## src/rtl/execute_mul_pipe_if.sv

```systemverilog
// Issue-FIFO, commit-flush, writeback and bypass-feedback signals of the pipelined
// multiply execute unit. The master side is the surrounding core; the slave side is the unit.
interface execute_mul_pipe_if #(
  parameter int XLEN             = 32,
  parameter int ROB_ID_WIDTH     = 7,
  parameter int PHY_REG_ID_WIDTH = 6,
  parameter int EXC_ID_WIDTH     = 5
) ();
  logic                        in_fifo_valid;
  logic                        in_enable;
  logic                        in_inst_valid;
  logic                        in_has_exception;
  logic [EXC_ID_WIDTH-1:0]     in_exception_id;
  logic [XLEN-1:0]             in_exception_value;
  logic [ROB_ID_WIDTH-1:0]     in_rob_id;
  logic [PHY_REG_ID_WIDTH-1:0] in_rd_phy;
  logic                        in_rd_enable;
  logic                        in_need_rename;
  logic [XLEN-1:0]             in_src1;
  logic [XLEN-1:0]             in_src2;
  logic [1:0]                  in_mul_op;
  logic                        fifo_pop;

  logic                        commit_flush;

  logic                        wb_full;
  logic                        wb_we;
  logic                        wb_flush;
  logic                        wb_enable;
  logic                        wb_inst_valid;
  logic                        wb_has_exception;
  logic [EXC_ID_WIDTH-1:0]     wb_exception_id;
  logic [XLEN-1:0]             wb_exception_value;
  logic [ROB_ID_WIDTH-1:0]     wb_rob_id;
  logic [PHY_REG_ID_WIDTH-1:0] wb_rd_phy;
  logic                        wb_rd_enable;
  logic                        wb_need_rename;
  logic [XLEN-1:0]             wb_rd_value;

  logic                        fb_enable;
  logic [PHY_REG_ID_WIDTH-1:0] fb_phy_id;
  logic [XLEN-1:0]             fb_value;

  modport master (
    output in_fifo_valid, in_enable, in_inst_valid, in_has_exception, in_exception_id,
           in_exception_value, in_rob_id, in_rd_phy, in_rd_enable, in_need_rename,
           in_src1, in_src2, in_mul_op, commit_flush, wb_full,
    input  fifo_pop, wb_we, wb_flush, wb_enable, wb_inst_valid, wb_has_exception,
           wb_exception_id, wb_exception_value, wb_rob_id, wb_rd_phy, wb_rd_enable,
           wb_need_rename, wb_rd_value, fb_enable, fb_phy_id, fb_value
  );

  modport slave (
    input  in_fifo_valid, in_enable, in_inst_valid, in_has_exception, in_exception_id,
           in_exception_value, in_rob_id, in_rd_phy, in_rd_enable, in_need_rename,
           in_src1, in_src2, in_mul_op, commit_flush, wb_full,
    output fifo_pop, wb_we, wb_flush, wb_enable, wb_inst_valid, wb_has_exception,
           wb_exception_id, wb_exception_value, wb_rob_id, wb_rd_phy, wb_rd_enable,
           wb_need_rename, wb_rd_value, fb_enable, fb_phy_id, fb_value
  );
endinterface

```

## src/rtl/execute_mul_pipe.sv

```systemverilog
// Pipelined RV M-extension multiply unit (mul/mulh/mulhsu/mulhu) with writeback
// back-pressure, several ops in flight, whole-pipeline flush and bypass feedback.
module execute_mul_pipe #(
  parameter int XLEN             = 32,
  parameter int STAGES           = 3,
  parameter int ROB_ID_WIDTH     = 7,
  parameter int PHY_REG_ID_WIDTH = 6,
  parameter int EXC_ID_WIDTH     = 5
) (
  input  logic                clk,
  input  logic                rst,
  execute_mul_pipe_if.slave   bus
);

  localparam logic [1:0] OP_MUL    = 2'd0;
  localparam logic [1:0] OP_MULH   = 2'd1;
  localparam logic [1:0] OP_MULHSU = 2'd2;
  localparam logic [1:0] OP_MULHU  = 2'd3;

  typedef struct packed {
    logic                        enable;
    logic                        inst_valid;
    logic                        has_exception;
    logic [EXC_ID_WIDTH-1:0]     exception_id;
    logic [XLEN-1:0]             exception_value;
    logic [ROB_ID_WIDTH-1:0]     rob_id;
    logic [PHY_REG_ID_WIDTH-1:0] rd_phy;
    logic                        rd_enable;
    logic                        need_rename;
    logic [XLEN-1:0]             rd_value;
  } stage_t;

  stage_t              stage_q [STAGES];
  logic [STAGES-1:0]   occ_q;
  stage_t              entry;
  stage_t              last;

  logic                stall;
  logic                fifo_pop;
  logic                a_sign;
  logic                b_sign;
  logic [2*XLEN-1:0]   a_ext;
  logic [2*XLEN-1:0]   b_ext;
  logic [2*XLEN-1:0]   prod;
  logic [XLEN-1:0]     result;

  assign last     = stage_q[STAGES-1];
  assign stall    = occ_q[STAGES-1] & bus.wb_full;
  assign fifo_pop = bus.in_fifo_valid & bus.in_enable & ~stall & ~bus.commit_flush;

  // Sign-extending both operands to 2*XLEN makes one modular multiply cover
  // every signedness mix; the low half is the same for all four ops.
  always_comb begin
    a_sign = (bus.in_mul_op != OP_MULHU) & bus.in_src1[XLEN-1];
    b_sign = (bus.in_mul_op == OP_MULH)  & bus.in_src2[XLEN-1];
    a_ext  = {{XLEN{a_sign}}, bus.in_src1};
    b_ext  = {{XLEN{b_sign}}, bus.in_src2};
    prod   = a_ext * b_ext;
    result = (bus.in_mul_op == OP_MUL) ? prod[XLEN-1:0] : prod[2*XLEN-1:XLEN];
    if (bus.in_has_exception || !bus.in_inst_valid) result = '0;
  end

  always_comb begin
    entry                 = '0;
    entry.enable          = bus.in_enable;
    entry.inst_valid      = bus.in_inst_valid;
    entry.has_exception   = bus.in_has_exception;
    entry.exception_id    = bus.in_exception_id;
    entry.exception_value = bus.in_exception_value;
    entry.rob_id          = bus.in_rob_id;
    entry.rd_phy          = bus.in_rd_phy;
    entry.rd_enable       = bus.in_rd_enable;
    entry.need_rename     = bus.in_need_rename;
    entry.rd_value        = result;
  end

  // Payloads only move behind an occupied entry, so a bubble reaching the last
  // stage leaves the previous writeback data on the output.
  always_ff @(posedge clk or negedge rst) begin
    if (!rst) begin
      occ_q <= '0;
      // NOTE: payload registers are reset as well so every wb_*/fb_* output reads 0 out of reset.
      for (int i = 0; i < STAGES; i++) stage_q[i] <= '0;
    end else if (bus.commit_flush) begin
      occ_q <= '0;
    end else if (!stall) begin
      occ_q[0] <= fifo_pop;
      if (fifo_pop) stage_q[0] <= entry;
      for (int i = 1; i < STAGES; i++) begin
        occ_q[i] <= occ_q[i-1];
        if (occ_q[i-1]) stage_q[i] <= stage_q[i-1];
      end
    end
  end

  assign bus.fifo_pop           = fifo_pop;
  assign bus.wb_we              = occ_q[STAGES-1] & ~bus.wb_full & ~bus.commit_flush;
  assign bus.wb_flush           = bus.commit_flush;
  assign bus.wb_enable          = last.enable;
  assign bus.wb_inst_valid      = last.inst_valid;
  assign bus.wb_has_exception   = last.has_exception;
  assign bus.wb_exception_id    = last.exception_id;
  assign bus.wb_exception_value = last.exception_value;
  assign bus.wb_rob_id          = last.rob_id;
  assign bus.wb_rd_phy          = last.rd_phy;
  assign bus.wb_rd_enable       = last.rd_enable;
  assign bus.wb_need_rename     = last.need_rename;
  assign bus.wb_rd_value        = last.rd_value;
  assign bus.fb_enable          = bus.wb_we & last.inst_valid & ~last.has_exception
                                & last.rd_enable & last.need_rename;
  assign bus.fb_phy_id          = last.rd_phy;
  assign bus.fb_value           = last.rd_value;

endmodule

```

## src/flat_wrapper.sv

```systemverilog
// flat-port wrapper written by rule: the top's interface ports become plain ports
module execute_mul_pipe_flat 
#(
  parameter int XLEN             = 32,
  parameter int STAGES           = 3,
  parameter int ROB_ID_WIDTH     = 7,
  parameter int PHY_REG_ID_WIDTH = 6,
  parameter int EXC_ID_WIDTH     = 5
)
  (clk, rst, bus_in_fifo_valid, bus_in_enable, bus_in_inst_valid, bus_in_has_exception, bus_in_exception_id, bus_in_exception_value, bus_in_rob_id, bus_in_rd_phy, bus_in_rd_enable, bus_in_need_rename, bus_in_src1, bus_in_src2, bus_in_mul_op, bus_commit_flush, bus_wb_full, bus_fifo_pop, bus_wb_we, bus_wb_flush, bus_wb_enable, bus_wb_inst_valid, bus_wb_has_exception, bus_wb_exception_id, bus_wb_exception_value, bus_wb_rob_id, bus_wb_rd_phy, bus_wb_rd_enable, bus_wb_need_rename, bus_wb_rd_value, bus_fb_enable, bus_fb_phy_id, bus_fb_value);
  execute_mul_pipe_if #(.XLEN(XLEN), .ROB_ID_WIDTH(ROB_ID_WIDTH), .PHY_REG_ID_WIDTH(PHY_REG_ID_WIDTH), .EXC_ID_WIDTH(EXC_ID_WIDTH)) bus_i ();
  input  logic clk;
  input  logic rst;
  input wire logic [$bits(bus_i.in_fifo_valid)-1:0] bus_in_fifo_valid;
  input wire logic [$bits(bus_i.in_enable)-1:0] bus_in_enable;
  input wire logic [$bits(bus_i.in_inst_valid)-1:0] bus_in_inst_valid;
  input wire logic [$bits(bus_i.in_has_exception)-1:0] bus_in_has_exception;
  input wire logic [$bits(bus_i.in_exception_id)-1:0] bus_in_exception_id;
  input wire logic [$bits(bus_i.in_exception_value)-1:0] bus_in_exception_value;
  input wire logic [$bits(bus_i.in_rob_id)-1:0] bus_in_rob_id;
  input wire logic [$bits(bus_i.in_rd_phy)-1:0] bus_in_rd_phy;
  input wire logic [$bits(bus_i.in_rd_enable)-1:0] bus_in_rd_enable;
  input wire logic [$bits(bus_i.in_need_rename)-1:0] bus_in_need_rename;
  input wire logic [$bits(bus_i.in_src1)-1:0] bus_in_src1;
  input wire logic [$bits(bus_i.in_src2)-1:0] bus_in_src2;
  input wire logic [$bits(bus_i.in_mul_op)-1:0] bus_in_mul_op;
  input wire logic [$bits(bus_i.commit_flush)-1:0] bus_commit_flush;
  input wire logic [$bits(bus_i.wb_full)-1:0] bus_wb_full;
  output wire logic [$bits(bus_i.fifo_pop)-1:0] bus_fifo_pop;
  output wire logic [$bits(bus_i.wb_we)-1:0] bus_wb_we;
  output wire logic [$bits(bus_i.wb_flush)-1:0] bus_wb_flush;
  output wire logic [$bits(bus_i.wb_enable)-1:0] bus_wb_enable;
  output wire logic [$bits(bus_i.wb_inst_valid)-1:0] bus_wb_inst_valid;
  output wire logic [$bits(bus_i.wb_has_exception)-1:0] bus_wb_has_exception;
  output wire logic [$bits(bus_i.wb_exception_id)-1:0] bus_wb_exception_id;
  output wire logic [$bits(bus_i.wb_exception_value)-1:0] bus_wb_exception_value;
  output wire logic [$bits(bus_i.wb_rob_id)-1:0] bus_wb_rob_id;
  output wire logic [$bits(bus_i.wb_rd_phy)-1:0] bus_wb_rd_phy;
  output wire logic [$bits(bus_i.wb_rd_enable)-1:0] bus_wb_rd_enable;
  output wire logic [$bits(bus_i.wb_need_rename)-1:0] bus_wb_need_rename;
  output wire logic [$bits(bus_i.wb_rd_value)-1:0] bus_wb_rd_value;
  output wire logic [$bits(bus_i.fb_enable)-1:0] bus_fb_enable;
  output wire logic [$bits(bus_i.fb_phy_id)-1:0] bus_fb_phy_id;
  output wire logic [$bits(bus_i.fb_value)-1:0] bus_fb_value;
  assign bus_i.in_fifo_valid = bus_in_fifo_valid;
  assign bus_i.in_enable = bus_in_enable;
  assign bus_i.in_inst_valid = bus_in_inst_valid;
  assign bus_i.in_has_exception = bus_in_has_exception;
  assign bus_i.in_exception_id = bus_in_exception_id;
  assign bus_i.in_exception_value = bus_in_exception_value;
  assign bus_i.in_rob_id = bus_in_rob_id;
  assign bus_i.in_rd_phy = bus_in_rd_phy;
  assign bus_i.in_rd_enable = bus_in_rd_enable;
  assign bus_i.in_need_rename = bus_in_need_rename;
  assign bus_i.in_src1 = bus_in_src1;
  assign bus_i.in_src2 = bus_in_src2;
  assign bus_i.in_mul_op = bus_in_mul_op;
  assign bus_i.commit_flush = bus_commit_flush;
  assign bus_i.wb_full = bus_wb_full;
  assign bus_fifo_pop = bus_i.fifo_pop;
  assign bus_wb_we = bus_i.wb_we;
  assign bus_wb_flush = bus_i.wb_flush;
  assign bus_wb_enable = bus_i.wb_enable;
  assign bus_wb_inst_valid = bus_i.wb_inst_valid;
  assign bus_wb_has_exception = bus_i.wb_has_exception;
  assign bus_wb_exception_id = bus_i.wb_exception_id;
  assign bus_wb_exception_value = bus_i.wb_exception_value;
  assign bus_wb_rob_id = bus_i.wb_rob_id;
  assign bus_wb_rd_phy = bus_i.wb_rd_phy;
  assign bus_wb_rd_enable = bus_i.wb_rd_enable;
  assign bus_wb_need_rename = bus_i.wb_need_rename;
  assign bus_wb_rd_value = bus_i.wb_rd_value;
  assign bus_fb_enable = bus_i.fb_enable;
  assign bus_fb_phy_id = bus_i.fb_phy_id;
  assign bus_fb_value = bus_i.fb_value;
  execute_mul_pipe #(.XLEN(XLEN), .STAGES(STAGES), .ROB_ID_WIDTH(ROB_ID_WIDTH), .PHY_REG_ID_WIDTH(PHY_REG_ID_WIDTH), .EXC_ID_WIDTH(EXC_ID_WIDTH)) u_core (.clk(clk), .rst(rst), .bus(bus_i));
endmodule
```

## config.mk

```make
export PLATFORM = sky130hd
export DESIGN_NAME = execute_mul_pipe_flat
export DESIGN_NICKNAME = d
export VERILOG_FILES = /design/src/rtl/execute_mul_pipe_if.sv /design/src/rtl/execute_mul_pipe.sv /design/src/flat_wrapper.sv
export SDC_FILE = /design/constraint.sdc
export NUM_CORES = 2
export LEC_CHECK = 0
export ABC_CLOCK_PERIOD_IN_PS = 2400
export CORE_ASPECT_RATIO = 0.9
export CORE_MARGIN = 8
export CORE_UTILIZATION = 40
export CTS_BUF_LIST = sky130_fd_sc_hd__clkbuf_8
export DETAILED_ROUTE_END_ITERATION = 10
export PLACE_DENSITY = 0.61
export REMOVE_ABC_BUFFERS = 1
export SLEW_MARGIN = 20
export SYNTH_ARGS = -nofsm -noshare
export SYNTH_HDL_FRONTEND = slang
export SYNTH_SLANG_ARGS = --single-unit
```

## constraint.sdc

```tcl
create_clock -name clk -period 2.4 [get_ports clk]
set_input_delay 0.48 -clock clk [delete_from_list [all_inputs] [get_ports clk]]
set_output_delay 0.48 -clock clk [all_outputs]
set_load 0.1 [all_outputs]
```

=== Word level (Yosys, flattened, before mapping) ===
Index checks and enable logic that the tools add are counted.

* Bits in registers: 264
* Output and inout port bits: 129
* Word-level logic and storage cells: 61

* Multiply operators: 1
* Equal/unequal tests: 3
* Multiplexer cells: 4
* Bitwise logic cells: 16
* Reductions and logical operators: 6

{| class="wikitable"
|+ Operators by type and width
! kind !! number
|-
| multiplier 33 x 33 -> 64 bit || 1
|-
| 2-to-1 mux 32 bit || 2
|-
| bitwise AND 1 bit || 12
|-
| AND reduction 3 bit || 3
|-
| 2-to-1 mux 3 bit || 2
|-
| != test 2 bit, second input constant || 2
|-
| inverter 1 bit || 4
|-
| == test 2 x 1 -> 1 bit, second input constant || 1
|-
| zero test 2 bit || 1
|-
| zero test 1 bit || 1
|-
| logical OR 1 bit || 1
|}

=== Longest topological paths before layout ===
* Depth after elaboration: 7
* Mapped depth: 32
* Mapped depth without buffers: 29

=== Worst setup path before layout ===
OpenSTA, ideal clock, no wires.

* Path kind: input -> register
* Start point: input bus_in_mul_op[0]
* End point: register u_core.stage_q[200] in the netlist's numbering
* Setup time: 0.129 ns
* Arrival: 8.295 ns
* Data required time: 2.271 ns
* Slack: -6.024 ns
* Stages: 30
* Path through: nand2_1 > clkbuf_1 > and2_1 > clkbuf_1 > nand2_1 > inv_1 > fa_1 > inv_1 > fa_1 > inv_1 > fa_1 > fa_1 > inv_1 > fa_1 > inv_1 > fa_1 > inv_1 > fa_1 > fa_1 > inv_1 > ha_1 > a211oi_1 > nor2_1 > a21oi_1 > o21ai_0 > a21o_1 > or3b_2 > o21ai_0 > xor2_1 > o21ai_1

* Cells in the longest elaborated chain, start to end: 5
* Elaborated cells on any way between the ends: 8
* Classes of those cells: mul (1); eq/ne (2); mux (2); bitwise (2); reduce/logical (1)

{| class="wikitable"
|+ RTL lines
! element !! RTL line !! text
|-
| start: declaration || flat_wrapper.sv:26 || <nowiki>input wire logic [$bits(bus_i.in_mul_op)-1:0] bus_in_mul_op;</nowiki>
|-
| != test 2 bit / == test 2 x 1 -> 1 bit (equally long branches) || execute_mul_pipe.sv:54, execute_mul_pipe.sv:55 ||
|-
| bitwise AND 1 bit, on equally long branches || execute_mul_pipe.sv:54, execute_mul_pipe.sv:55 ||
|-
| multiplier 33 x 33 -> 64 bit || execute_mul_pipe.sv:58 || <nowiki>prod = a_ext * b_ext;</nowiki>
|-
| 2-to-1 mux 32 bit (*) || execute_mul_pipe.sv:59 || <nowiki>result = (bus.in_mul_op == OP_MUL) ? prod[XLEN-1:0] : prod[2*XLEN-1:XLEN];</nowiki>
|-
| 2-to-1 mux 32 bit (*) || execute_mul_pipe.sv:60 || <nowiki>if (bus.in_has_exception || !bus.in_inst_valid) result = '0;</nowiki>
|-
| end signal: indexed assignment || execute_mul_pipe.sv:91 || <nowiki>if (occ_q[i-1]) stage_q[i] <= stage_q[i-1];</nowiki>
|-
| end: declaration || execute_mul_pipe.sv:33 || <nowiki>stage_t stage_q [STAGES];</nowiki>
|}

Mark *: on every way between the ends. The rest lies on a longest branch, timed or not.
A chain may end at the register's enable or synchronous reset.

=== Worst setup path after layout ===
* Start point: input bus_in_src2[2]
* End point: register u_core.stage_q[183] in the netlist's numbering

* Cells in the longest elaborated chain, start to end: 3

{| class="wikitable"
|+ RTL lines
! element !! RTL line !! text
|-
| start: declaration || flat_wrapper.sv:25 || <nowiki>input wire logic [$bits(bus_i.in_src2)-1:0] bus_in_src2;</nowiki>
|-
| multiplier 33 x 33 -> 64 bit || execute_mul_pipe.sv:58 ||
|-
| 2-to-1 mux 32 bit || execute_mul_pipe.sv:59 ||
|-
| 2-to-1 mux 32 bit || execute_mul_pipe.sv:60 ||
|}

No other way between the ends.

==> reports/results.ini <==
[drt]
vias = 37100
dr.pass1.iters = 7
drc = 0
drtIter0Drc = 2471
antenna_left = 0
drt-total-wl_um = 151000
drt-wirelength-per-cell_um = 20.3
viasPerCell = 5.00

[synth]
yosysSeqAreaShare_pct = 13.5
ys_seq_elements = 264
netlist_instances = 5150
yosys_warnings = 0
syn_area_um2 = 49000
synthDistinctLibCells = 71
synthArstFlopShare_pct = 100
synth_ff_type = dfrtp_1
syn_area_per_cell_um2 = 9.51
synth-edff-count = 0

[cts]
clkSlewWorstSetupHoldPaths_ns = 0.06
cts_buffer_depth = 3
insertion_delay_ns = 0.54
cts_buffers = 43
cts_sinks = 264
cts-root-buf = clkbuf_8
cts_max_level = 2
cts_tree = done

[floorplan]
start_util_pct = 40.4
die-area_um2 = 134000
die_y_um = 348
num_rows = 121
fp.dieW_um = 385
fp.coreArea_um2 = 121000
ios = 255

[setup_path]
ff2ff_path_depth = 9
max_stage_delay_ns = 0.60
path_buf_inv = 10
cp.required_ns = 2.82
startpoint_type = input port
endpoint_kind = flop
crit_family = adder cells
slowest_stage = fa_2
cp.arrival_ns = 7.76
crit_fanout = 6
crit_cells = 30
crit_type = in2reg
crit_top_cell = fa_1

[final_layout]
nFillCells = 10800
layoutNonFillerInstCount = 7422
final_cell_mix = 1127 x inv_1, 1064 x fa_1, 956 x nand2_1, 633 x buf_4, 264 x dfrtp_1
drive_gt1_share_pct = 26.4
fin_util_pct = 51.0
nNetsFinal = 7254
area_growth_pct = 26.3
finish.instance_area_um2 = 61900
layout_commonest_cell = inv_1

[sta]
finalHoldViolCount = 0
slew_violations = 0
layout_min_cycle_time_ns = 7.33
setup_violations = 32
period_share_pct = 306
slew-limit-headroom_pct = 54.3
clock-skew-final_ns = 0.0151
fmax_mhz = 136
postLayoutSetupSlackWorst_ns = -4.93
rsz0062_at_grt = yes
tightest_slew_ns = 0.685

[place]
dp.cells = 7140
numPortBuffers = 254
gp_congestion = 0.933
pre_cts_slack_ns = -6.43
dp_hpwl_um = 114000
dpl_cell_area_um2 = 56300

[grt]
grt-ovfl-total = 0
grt_start_max_net_pins = 66
grt_pass1_wl_um = 236000
grt_util_all_layers_pct = 22.5
antenna_found_initial = 8
grt_pass1_vias = 40200

[run_status]
violations = setup timing
run_status = finished, violations left

[min_path]
min_path_type = in2async

[job]
cap_viol_max_count = 0

[synth_stat cells (all sizes together) (27+ instances only)]
| library cell | number | area [um^2] |
|---|---|---|
| clkbuf | 244 | 916 |
| dfrtp | 264 | 6610 |
| o21ai | 73 | 369 |
| ha | 212 | 2650 |
| xor2 | 28 | 245 |
| nor2 | 66 | 248 |
| inv | 1191 | 4470 |
| a21o | 27 | 203 |
| a21oi | 67 | 339 |
| fa | 1125 | 22500 |
| xnor2 | 43 | 377 |
| buf | 143 | 1000 |
| nand2 | 1001 | 3760 |
| mux2 | 174 | 1960 |
| and2 | 274 | 1710 |
[routing by layer]
layer / track usage (%) / routed length, um
met5: 0 / 11
met4: 5.08 / 3540
met3: 6.83 / 15800
met2: 34.1 / 66300
met1: 31.9 / 64800
[per-stage QoR]
| step | setup TNS [ns] | hold slack [ns] |
|---|---|---|
| finish | -151.20 | 0.457 |
| global route | -156.29 | 0.430 |
| CTS | -151.40 | 0.408 |
| detailed placement | -194.92 | 0.437 |
| global placement | -192.38 | 0.435 |
| floorplan | -394.85 | 0.184 |
[layout make-up]
class / count / area, um^2 / share of cell area [%]
Sequential cell: 264 / 6610 / 10.7
Multi-Input combinational cell: 3308 / 37800 / 61.0
Clock inverter: 19 / 166 / 0.269
Tap cell: 1599 / 2000 / 3.23
Inverter: 1191 / 4480 / 7.24
Antenna cell: 3 / 7.51 / 0.0121
Timing Repair Buffer: 983 / 10100 / 16.3
Clock buffer: 55 / 757 / 1.22
[worst reg2reg max path, cell delays in order (launching register included)]
cell,delay [ns]
dfrtp_1,0.41
a21oi_2,0.21
nand3_4,0.10
buf_4,0.14
inv_2,0.05
nand3b_1,0.23
nor2_1,0.31
buf_12,0.20
a32oi_1,0.13
o21ai_1,0.10
[path summary, 6_finish.rpt]
kind	end	startpoint	slack, ns
setup / recovery	u_core.stage_q[183]	bus_in_src2[2]	-4.93
hold / removal	u_core.occ_q[1]	rst	0.46
setup reg to reg	u_core.stage_q[174]	u_core.occ_q[2]	0.46
hold reg to reg	u_core.stage_q[260]	u_core.stage_q[260]	0.46
max in group asynchronous	u_core.stage_q[144]	rst	1.22
min in group clk	u_core.stage_q[209]	bus_in_rd_phy[1]	0.46
[sequential cells by signal, indices dropped and copies added (netlist names)]
register,cells
u_core.bus.wb_inst_valid,1
u_core.bus.wb_exception_id,5
u_core.bus.wb_has_exception,1
u_core.bus.wb_exception_value,32
u_core.bus.wb_need_rename,1
u_core.bus.fb_value,32
u_core.bus.fb_phy_id,6
u_core.stage_q,174
u_core.occ_q,3
u_core.bus.wb_enable,1
u_core.bus.wb_rob_id,7
u_core.bus.wb_rd_enable,1
[cells by family (layout without fill, tap and decap cells)]
group           after synthesis  count (layout)  synth area share [%]
xor+xnor                     71              71                  1.27
mux                         174             174                  4.00
compound gates              263             263                  3.47
flops                       264             264                  13.5
other cells                   0               3                     0
simple gates               1463            1463                  13.3
buf+inv                    1578            2248                  13.0
fa+ha+maj                  1337            1337                  51.4
[what timing repair did]
| item | in CTS | in global routing |
|---|---|---|
| pin swaps | 238 | 204 |
| setup endpoints to repair | 34 | 33 |
| endpoints found under the hold margin | 49 | 0 |
| buffers inserted | 160 | 41 |
| gates cloned | 30 | 3 |
| hold buffers | 1 | 0 |
| resized for setup | 638 | 293 |
Power is not shown: default switching activity piles up to over one toggle a cycle in this logic, so the estimate is an artifact.
